**config.mk**
```make
export PLATFORM = sky130hd
export DESIGN_NAME = singleport_mem_arbiter
export DESIGN_NICKNAME = d
export VERILOG_FILES = /design/src/rtl/singleport_mem_arbiter.sv
export SDC_FILE = /design/constraint.sdc
export NUM_CORES = 1
export LEC_CHECK = 0
export CAP_MARGIN = 20
export CORE_AREA = 2 2 82 84
export CTS_BUF_LIST = sky130_fd_sc_hd__clkbuf_8
export CTS_CLUSTER_DIAMETER = 100
export CTS_CLUSTER_SIZE = 20
export DETAILED_ROUTE_END_ITERATION = 10
export DIE_AREA = 0 0 84 86
export PLACE_DENSITY_LB_ADDON = 0.15
export SLEW_MARGIN = 20
export SYNTH_ARGS = -nofsm -noshare
export SYNTH_HDL_FRONTEND = slang
export SYNTH_SLANG_ARGS = --single-unit
```
**constraint.sdc**
```tcl
create_clock -name clk_i -period 2 [get_ports clk_i]
set_clock_uncertainty 0.15 [all_clocks]
set_input_delay 0.5 -clock clk_i [delete_from_list [all_inputs] [get_ports clk_i]]
set_output_delay 0.5 -clock clk_i [all_outputs]
set_load 0.1 [all_outputs]
```
**src/rtl/singleport_mem_arbiter.sv**
```systemverilog
// Two-port round-robin arbiter for a single-port image RAM with a registered
// command stage, read-return tagging and a frame write counter.
module singleport_mem_arbiter #(
   parameter int ADDR_W       = 18,
   parameter int DATA_W       = 8,
   parameter int RD_LATENCY   = 1,
   parameter int FRAME_PIXELS = 262144
) (
   input  logic              clk_i,
   input  logic              rst_ni,
   input  logic              m0_req_i,
   input  logic              m0_we_i,
   input  logic [ADDR_W-1:0] m0_addr_i,
   input  logic [DATA_W-1:0] m0_wdata_i,
   output logic              m0_gnt_o,
   output logic [DATA_W-1:0] m0_rdata_o,
   output logic              m0_rvalid_o,
   input  logic              m1_req_i,
   input  logic              m1_we_i,
   input  logic [ADDR_W-1:0] m1_addr_i,
   input  logic [DATA_W-1:0] m1_wdata_i,
   output logic              m1_gnt_o,
   output logic [DATA_W-1:0] m1_rdata_o,
   output logic              m1_rvalid_o,
   output logic [ADDR_W-1:0] mem_addr_o,
   output logic [DATA_W-1:0] mem_wdata_o,
   output logic              mem_we_o,
   output logic              mem_re_o,
   input  logic [DATA_W-1:0] mem_rdata_i,
   input  logic              frame_clr_i,
   output logic              frame_done_o,
   output logic [ADDR_W:0]   wr_count_o
);

   localparam int CW = ADDR_W + 1;
   localparam logic [CW-1:0] CNT_LAST = CW'(FRAME_PIXELS - 1);

   typedef enum logic {
      LAST_M0 = 1'b0,
      LAST_M1 = 1'b1
   } last_e;

   last_e               last_q, last_d;
   logic                gnt0_s, gnt1_s, xfer0_s, xfer1_s;
   logic [ADDR_W-1:0]   mem_addr_q, mem_addr_d;
   logic [DATA_W-1:0]   mem_wdata_q, mem_wdata_d;
   logic                mem_we_q, mem_we_d;
   logic                mem_re_q, mem_re_d;
   logic                cmd_tag_q, cmd_tag_d;
   logic [RD_LATENCY-1:0] rv_q, rv_d;
   logic [RD_LATENCY-1:0] rtag_q, rtag_d;
   logic [CW-1:0]       wr_count_q, wr_count_d;
   logic                frame_done_q, frame_done_d;

   // Grant: lone requester wins; on contention the port not granted last wins.
   always_comb begin
      gnt0_s = 1'b0;
      gnt1_s = 1'b0;
      if (!rst_ni) begin
         gnt0_s = 1'b0;
         gnt1_s = 1'b0;
      end else if (m0_req_i && m1_req_i) begin
         gnt0_s = (last_q == LAST_M1);
         gnt1_s = (last_q == LAST_M0);
      end else begin
         gnt0_s = m0_req_i;
         gnt1_s = m1_req_i;
      end
   end

   assign xfer0_s = m0_req_i & gnt0_s;
   assign xfer1_s = m1_req_i & gnt1_s;

   // Command stage and pointer: register the winner's access; address/data hold when idle.
   always_comb begin
      last_d      = last_q;
      mem_addr_d  = mem_addr_q;
      mem_wdata_d = mem_wdata_q;
      mem_we_d    = 1'b0;
      mem_re_d    = 1'b0;
      cmd_tag_d   = cmd_tag_q;
      if (xfer0_s) begin
         last_d      = LAST_M0;
         mem_addr_d  = m0_addr_i;
         mem_wdata_d = m0_wdata_i;
         mem_we_d    = m0_we_i;
         mem_re_d    = ~m0_we_i;
         cmd_tag_d   = 1'b0;
      end else if (xfer1_s) begin
         last_d      = LAST_M1;
         mem_addr_d  = m1_addr_i;
         mem_wdata_d = m1_wdata_i;
         mem_we_d    = m1_we_i;
         mem_re_d    = ~m1_we_i;
         cmd_tag_d   = 1'b1;
      end else begin
         last_d = last_q;
      end
   end

   // Read-return tracker: one valid/tag stage per RAM latency cycle.
   always_comb begin
      rv_d      = rv_q;
      rtag_d    = rtag_q;
      rv_d[0]   = mem_re_q;
      rtag_d[0] = cmd_tag_q;
      for (int i = 1; i < RD_LATENCY; i++) begin
         rv_d[i]   = rv_q[i-1];
         rtag_d[i] = rtag_q[i-1];
      end
   end

   // Frame write counter; a frame-complete set takes priority over a clear.
   always_comb begin
      wr_count_d   = wr_count_q;
      frame_done_d = frame_done_q;
      if (frame_clr_i) begin
         frame_done_d = 1'b0;
      end else begin
         frame_done_d = frame_done_q;
      end
      if (mem_we_q) begin
         if (wr_count_q == CNT_LAST) begin
            wr_count_d   = '0;
            frame_done_d = 1'b1;
         end else begin
            wr_count_d = wr_count_q + CW'(1);
         end
      end else begin
         wr_count_d = wr_count_q;
      end
   end

   // State registers; reset drops any read still in flight.
   always_ff @(posedge clk_i or negedge rst_ni) begin
      if (!rst_ni) begin
         last_q       <= LAST_M1;
         mem_addr_q   <= '0;
         mem_wdata_q  <= '0;
         mem_we_q     <= 1'b0;
         mem_re_q     <= 1'b0;
         cmd_tag_q    <= 1'b0;
         rv_q         <= '0;
         rtag_q       <= '0;
         wr_count_q   <= '0;
         frame_done_q <= 1'b0;
      end else begin
         last_q       <= last_d;
         mem_addr_q   <= mem_addr_d;
         mem_wdata_q  <= mem_wdata_d;
         mem_we_q     <= mem_we_d;
         mem_re_q     <= mem_re_d;
         cmd_tag_q    <= cmd_tag_d;
         rv_q         <= rv_d;
         rtag_q       <= rtag_d;
         wr_count_q   <= wr_count_d;
         frame_done_q <= frame_done_d;
      end
   end

   assign m0_gnt_o     = gnt0_s;
   assign m1_gnt_o     = gnt1_s;
   assign mem_addr_o   = mem_addr_q;
   assign mem_wdata_o  = mem_wdata_q;
   assign mem_we_o     = mem_we_q;
   assign mem_re_o     = mem_re_q;
   assign m0_rdata_o   = mem_rdata_i;
   assign m1_rdata_o   = mem_rdata_i;
   assign m0_rvalid_o  = rv_q[RD_LATENCY-1] & ~rtag_q[RD_LATENCY-1];
   assign m1_rvalid_o  = rv_q[RD_LATENCY-1] & rtag_q[RD_LATENCY-1];
   assign wr_count_o   = wr_count_q;
   assign frame_done_o = frame_done_q;

endmodule

```
Yosys cells after proc, flatten, opt, wreduce, memory -nomap -nowiden
Index checks and enable logic that the tools add are counted.

Bits of input ports: 67. Memories: 0. Register bits: 52. Output and inout bits: 68. Bits in latches: 0. ROM bits: 0. Memory bits (writable): 0.

Bitwise gates (word level): 8. Order comparisons: 0. $add $sub $neg: 1. Multiplexer cells: 18. Reductions and logical operators: 2. Shifts and indexed selects: 0. Div/mod/pow operators: 0. Equal/unequal tests: 1. Multiply operators: 0.

Operators by type and width (number): $mux W18 (2); $add A19 B1 Y19 const B (1); $eq A19 B18 Y1 const B (1); $mux W19 (1); $mux W8 (2); $mux W1 (13); $and A1 B1 Y1 (4); $not A1 Y1 (4); $reduce_bool A2 Y1 (1); $logic_and A1 B1 Y1 (1).

Depth between registers and ports, before layout
Depth after elaboration: 6. Depth in mapped cells: 6. Gate-level depth less buffers: 5.

Worst setup path before layout
Ideal clock, no wire load.

Kind: register to register. Start point: register wr_count_q[0], in the netlist wr_count_o[0]. End point: register wr_count_q[16], in the netlist wr_count_o[16]. Arrival: 2.245 ns. Setup slack: -0.557 ns. Required time: 1.689 ns. Path buffers: 1. Cell stages (with the launch flop): 7. Clock period less this slack: 2.557 ns. Cells stage by stage: dfrtp_1 ha_1 nand3_1 or4_4 buf_6 nor2_4 xor2_2.

Word-level cells in the longest chain between the ends: 2.

RTL lines: from (decl) (line 52) `logic [CW-1:0] wr_count_q, wr_count_d;`; from (signal assigned) (line 156) `wr_count_q <= wr_count_d;`; $add A19 B1 Y19 or $eq A19 B18 Y1 (tied branches) (line 127, 123); $mux W19 * (line 123) `if (wr_count_q == CNT_LAST) begin`.

Every way passes the cells marked *; elsewhere a longest branch is shown, timed or not. A chain may end at the register's enable or synchronous reset.

Final worst setup path
Start point: register last_q. End point: output m0_gnt_o.

Word-level cells in the longest chain between the ends: 2.

RTL lines: from (decl) (line 43) `last_e last_q, last_d;`; from (signal assigned) (line 148) `last_q <= last_d;`; $mux W1 (line 62) `end else if (m0_req_i && m1_req_i) begin`; $mux W1 (line 59) `if (!rst_ni) begin`; to (decl) (line 15) `output logic m0_gnt_o,`.

Every way passes these cells.

==> flow_metrics.env <==
export IMPL_n_fill_cell=477
export IMPL_synth_area_mux_share=0.1181
export IMPL_clk_pin_slew_ns=0.10
export IMPL_yosysTopAreaCell="dfrtp_1"
export IMPL_die_area_um2=7224
export IMPL_hold_path_class="flop to flop"
export IMPL_critPathLaunchType="flop"
export IMPL_synth_compound_area_frac=0.07185
export IMPL_slew_violations=0
export IMPL_cp_required_ns=1.35
export IMPL_synth_warnings=0
export IMPL_powerDensity_nw_per_um2=879.6
export IMPL_drt_first_pass_iters=4
export IMPL_ioPinCount=135
export IMPL_wl_per_cell_um=14.27
export IMPL_cts_tree="done"
export IMPL_fin_ws_ns=-0.01567
export IMPL_synth_xor_area_frac=0.05413
export IMPL_synth_async_reset_ratio=1.000
export IMPL_synthFlopType="dfrtp_1"
export IMPL_synth_top_cell_area_share=0.5020
export IMPL_grt_pass1_vias=2040
export IMPL_grt_pass1_wl_um=10020
export IMPL_worst_r2r_startpoint="wr_count_o[12]"
export IMPL_period_share=1.008
export IMPL_coreArea_um2=6277
export IMPL_synth_seq_area_share=0.5123
export IMPL_initial_core_util=0.4050
export IMPL_cts_htree_levels=2
export IMPL_synth_top_family_by_area="simple AND/OR/NAND/NOR gates"
export IMPL_diodes=0
export IMPL_overflow=0
export IMPL_yosysMostFrequentCell="dfrtp_1"
export IMPL_rr_endpoint="wr_count_o[1]"
export IMPL_portBuffers=110
export IMPL_netlist_top_cells_area="dfrtp_1 50%, mux2i_1 12%, nand2_1 5.6%"
export IMPL_antenna_found_initial=0
export IMPL_cp_end_kind="output port"
export IMPL_cts_root_buf="clkbuf_8"
export IMPL_largest_reg_flops=19
export IMPL_r2r_slack_ns=0.17
export IMPL_gp_congestion=0.7327
export IMPL_synth_cell_types=34
export IMPL_clockBufferDepth=2
export IMPL_drt_vias_per_instance=4.877
export IMPL_reg2regPathDepth=4
export IMPL_max_cap_violations=0
export IMPL_die_height_um=86
export IMPL_grt_usage=0.1764
export IMPL_synthAdderAreaFrac=0.004921
export IMPL_violations="setup timing"
export IMPL_min_delay_start="cmd_tag_q"
export IMPL_worst_endpoint_arrival_ns=1.37
export IMPL_drc=0
export IMPL_drive_above_1_share=0.3285
export IMPL_clock_sinks=52
export IMPL_finalSetupViolCount=1
export IMPL_critPathKind="flop to output port"
export IMPL_synth_area_um2=2542
export IMPL_avgSynthCellArea_um2=10.64
export IMPL_status="finished, violations left"
export IMPL_synth_enable_flop_cells=0
export IMPL_vias=2068
export IMPL_rsz0062_at_grt="true"
export IMPL_hold_depth=0
export IMPL_timing_fmax_mhz=496.1
export IMPL_finalCriticalPeriod_ns=2.016
export IMPL_grt_max_degree=50
export IMPL_yosys_area_share_simple=0.1609
export IMPL_die_w_um=84
export IMPL_clock_latency_ns=0.30
export IMPL_final_util=0.7098
export IMPL_dp_cells=414
export IMPL_vdd_drop_max_v=0.0008152
export IMPL_synth_nets=307
export IMPL_cp_max_fo=2
export IMPL_ant_nets=0
export IMPL_dp_hpwl_um=4798
export IMPL_syn_inst=239
export IMPL_worst_slew_pin_slew_ns=0.6231
export IMPL_rows=29
export IMPL_finalHoldViolations=0
export IMPL_relSlewSlack=0.5846
export IMPL_ys_seq_elements=52
export IMPL_cts_buffers=5
export IMPL_p_leak_nw=2.021
export IMPL_fin_cells=424
export IMPL_min_to="rtag_q"
export IMPL_synth_common_cells="51 x dfrtp_1, 38 x nand2_1, 30 x mux2i_1"
export IMPL_finalNetCount=414
export IMPL_drt_wl_total_um=6051
export IMPL_syn2layout_area_growth_pct=75.25
export IMPL_drtIter0Drc=117
-- worst max-delay path by stage --
stage,startpoint,end,slack [ns],cells after the start
finish,last_q,m0_gnt_o,-0.02,4
floorplan,m1_req_i,m0_gnt_o,-0.09,5
CTS,last_q,m0_gnt_o,-0.03,4
detailed placement,m1_req_i,m0_gnt_o,-0.40,6
global placement,m1_req_i,m0_gnt_o,-0.39,6
global route,last_q,m0_gnt_o,-0.10,4
-- critical path, cell delays in order, from the launching register on --
cell and delay, ns:
dfstp_2 0.55, o211ai_1 0.10, buf_4 0.17, clkinvlp_4 0.07, buf_12 0.16
-- metal layers --
metal	routed length [µm]	track usage	share of wire
met5	0	0	0
met4	102	0.07185	0.017
met3	670	0.06930	0.11
met2	2928	0.2822	0.48
met1	2349	0.2149	0.39
-- per-stage QoR --
stage / power (mW) / hold slack [ns] / setup WS, ns / instance area (µm²) / setup TNS [ns]
3_3_place_gp: 3.210 / 0.1857 / -0.3903 / 4328 / -6.227
4_1_cts: 3.963 / 0.2470 / -0.03153 / 4451 / -0.03153
2_1_floorplan: 2.558 / 0.05441 / -0.08897 / 2646 / -0.08897
5_1_grt: 4.079 / 0.2729 / -0.1013 / 4456 / -0.1013
3_5_place_dp: 3.234 / 0.1853 / -0.3995 / 4328 / -6.883
6_report: 3.919 / 0.2479 / -0.01567 / 4456 / -0.01567
-- power by group --
group | switching [mW] | internal (mW) | total, mW
clock network | 0.351 | 0.371 | 0.722
logic | 1.13 | 0.694 | 1.82
registers | 0.177 | 1.20 | 1.38
total | 1.66 | 2.26 | 3.92
-- layout by cell type (no fill, tap or decap), types with 3 or more instances in the layout --
master and instances:
dfrtp_2 4, nand2_1 37, dfrtp_1 32, nor2_1 10, buf_12 55, dfrtp_4 15
clkdlybuf4s50_1 55, nand4_1 6, inv_1 4, buf_4 12, nor3_1 4, clkbuf_8 5
mux2i_1 30, o21ai_0 26, nand3_1 3, xnor2_1 11
-- cells by family (layout without fill, tap and decap cells) --
logic type / Yosys count / in the layout
AOI/OAI and AO/OA: 34 / 34
xor gates and xnor gates: 14 / 14
adders and majority gates: 1 / 1
buffers and inverters: 33 / 141
DFF: 52 / 52
muxes: 30 / 30
and+or+nand+nor: 75 / 75
-- area by class of cell --
cell class              instances  area [µm²]  area share
repair buffers                126        1770      0.3974
flip-flops and latches         52        1364      0.3061
multi-input cells             154        1076      0.2415
well taps                      77       96.34     0.02162
clock buffers                   5       68.82     0.01545
clock inverters                 3       42.54    0.009548
inverters                       7       37.54    0.008425
-- timing repair --
item	4_1_cts	5_1_grt
endpoints found under the setup margin	3	2
buffers inserted	1	0
endpoints found under the hold margin	3	0
hold buffers	1	0
resized for setup	5	2
pin swaps	1	1
Power figures use the tool's default switching activity.
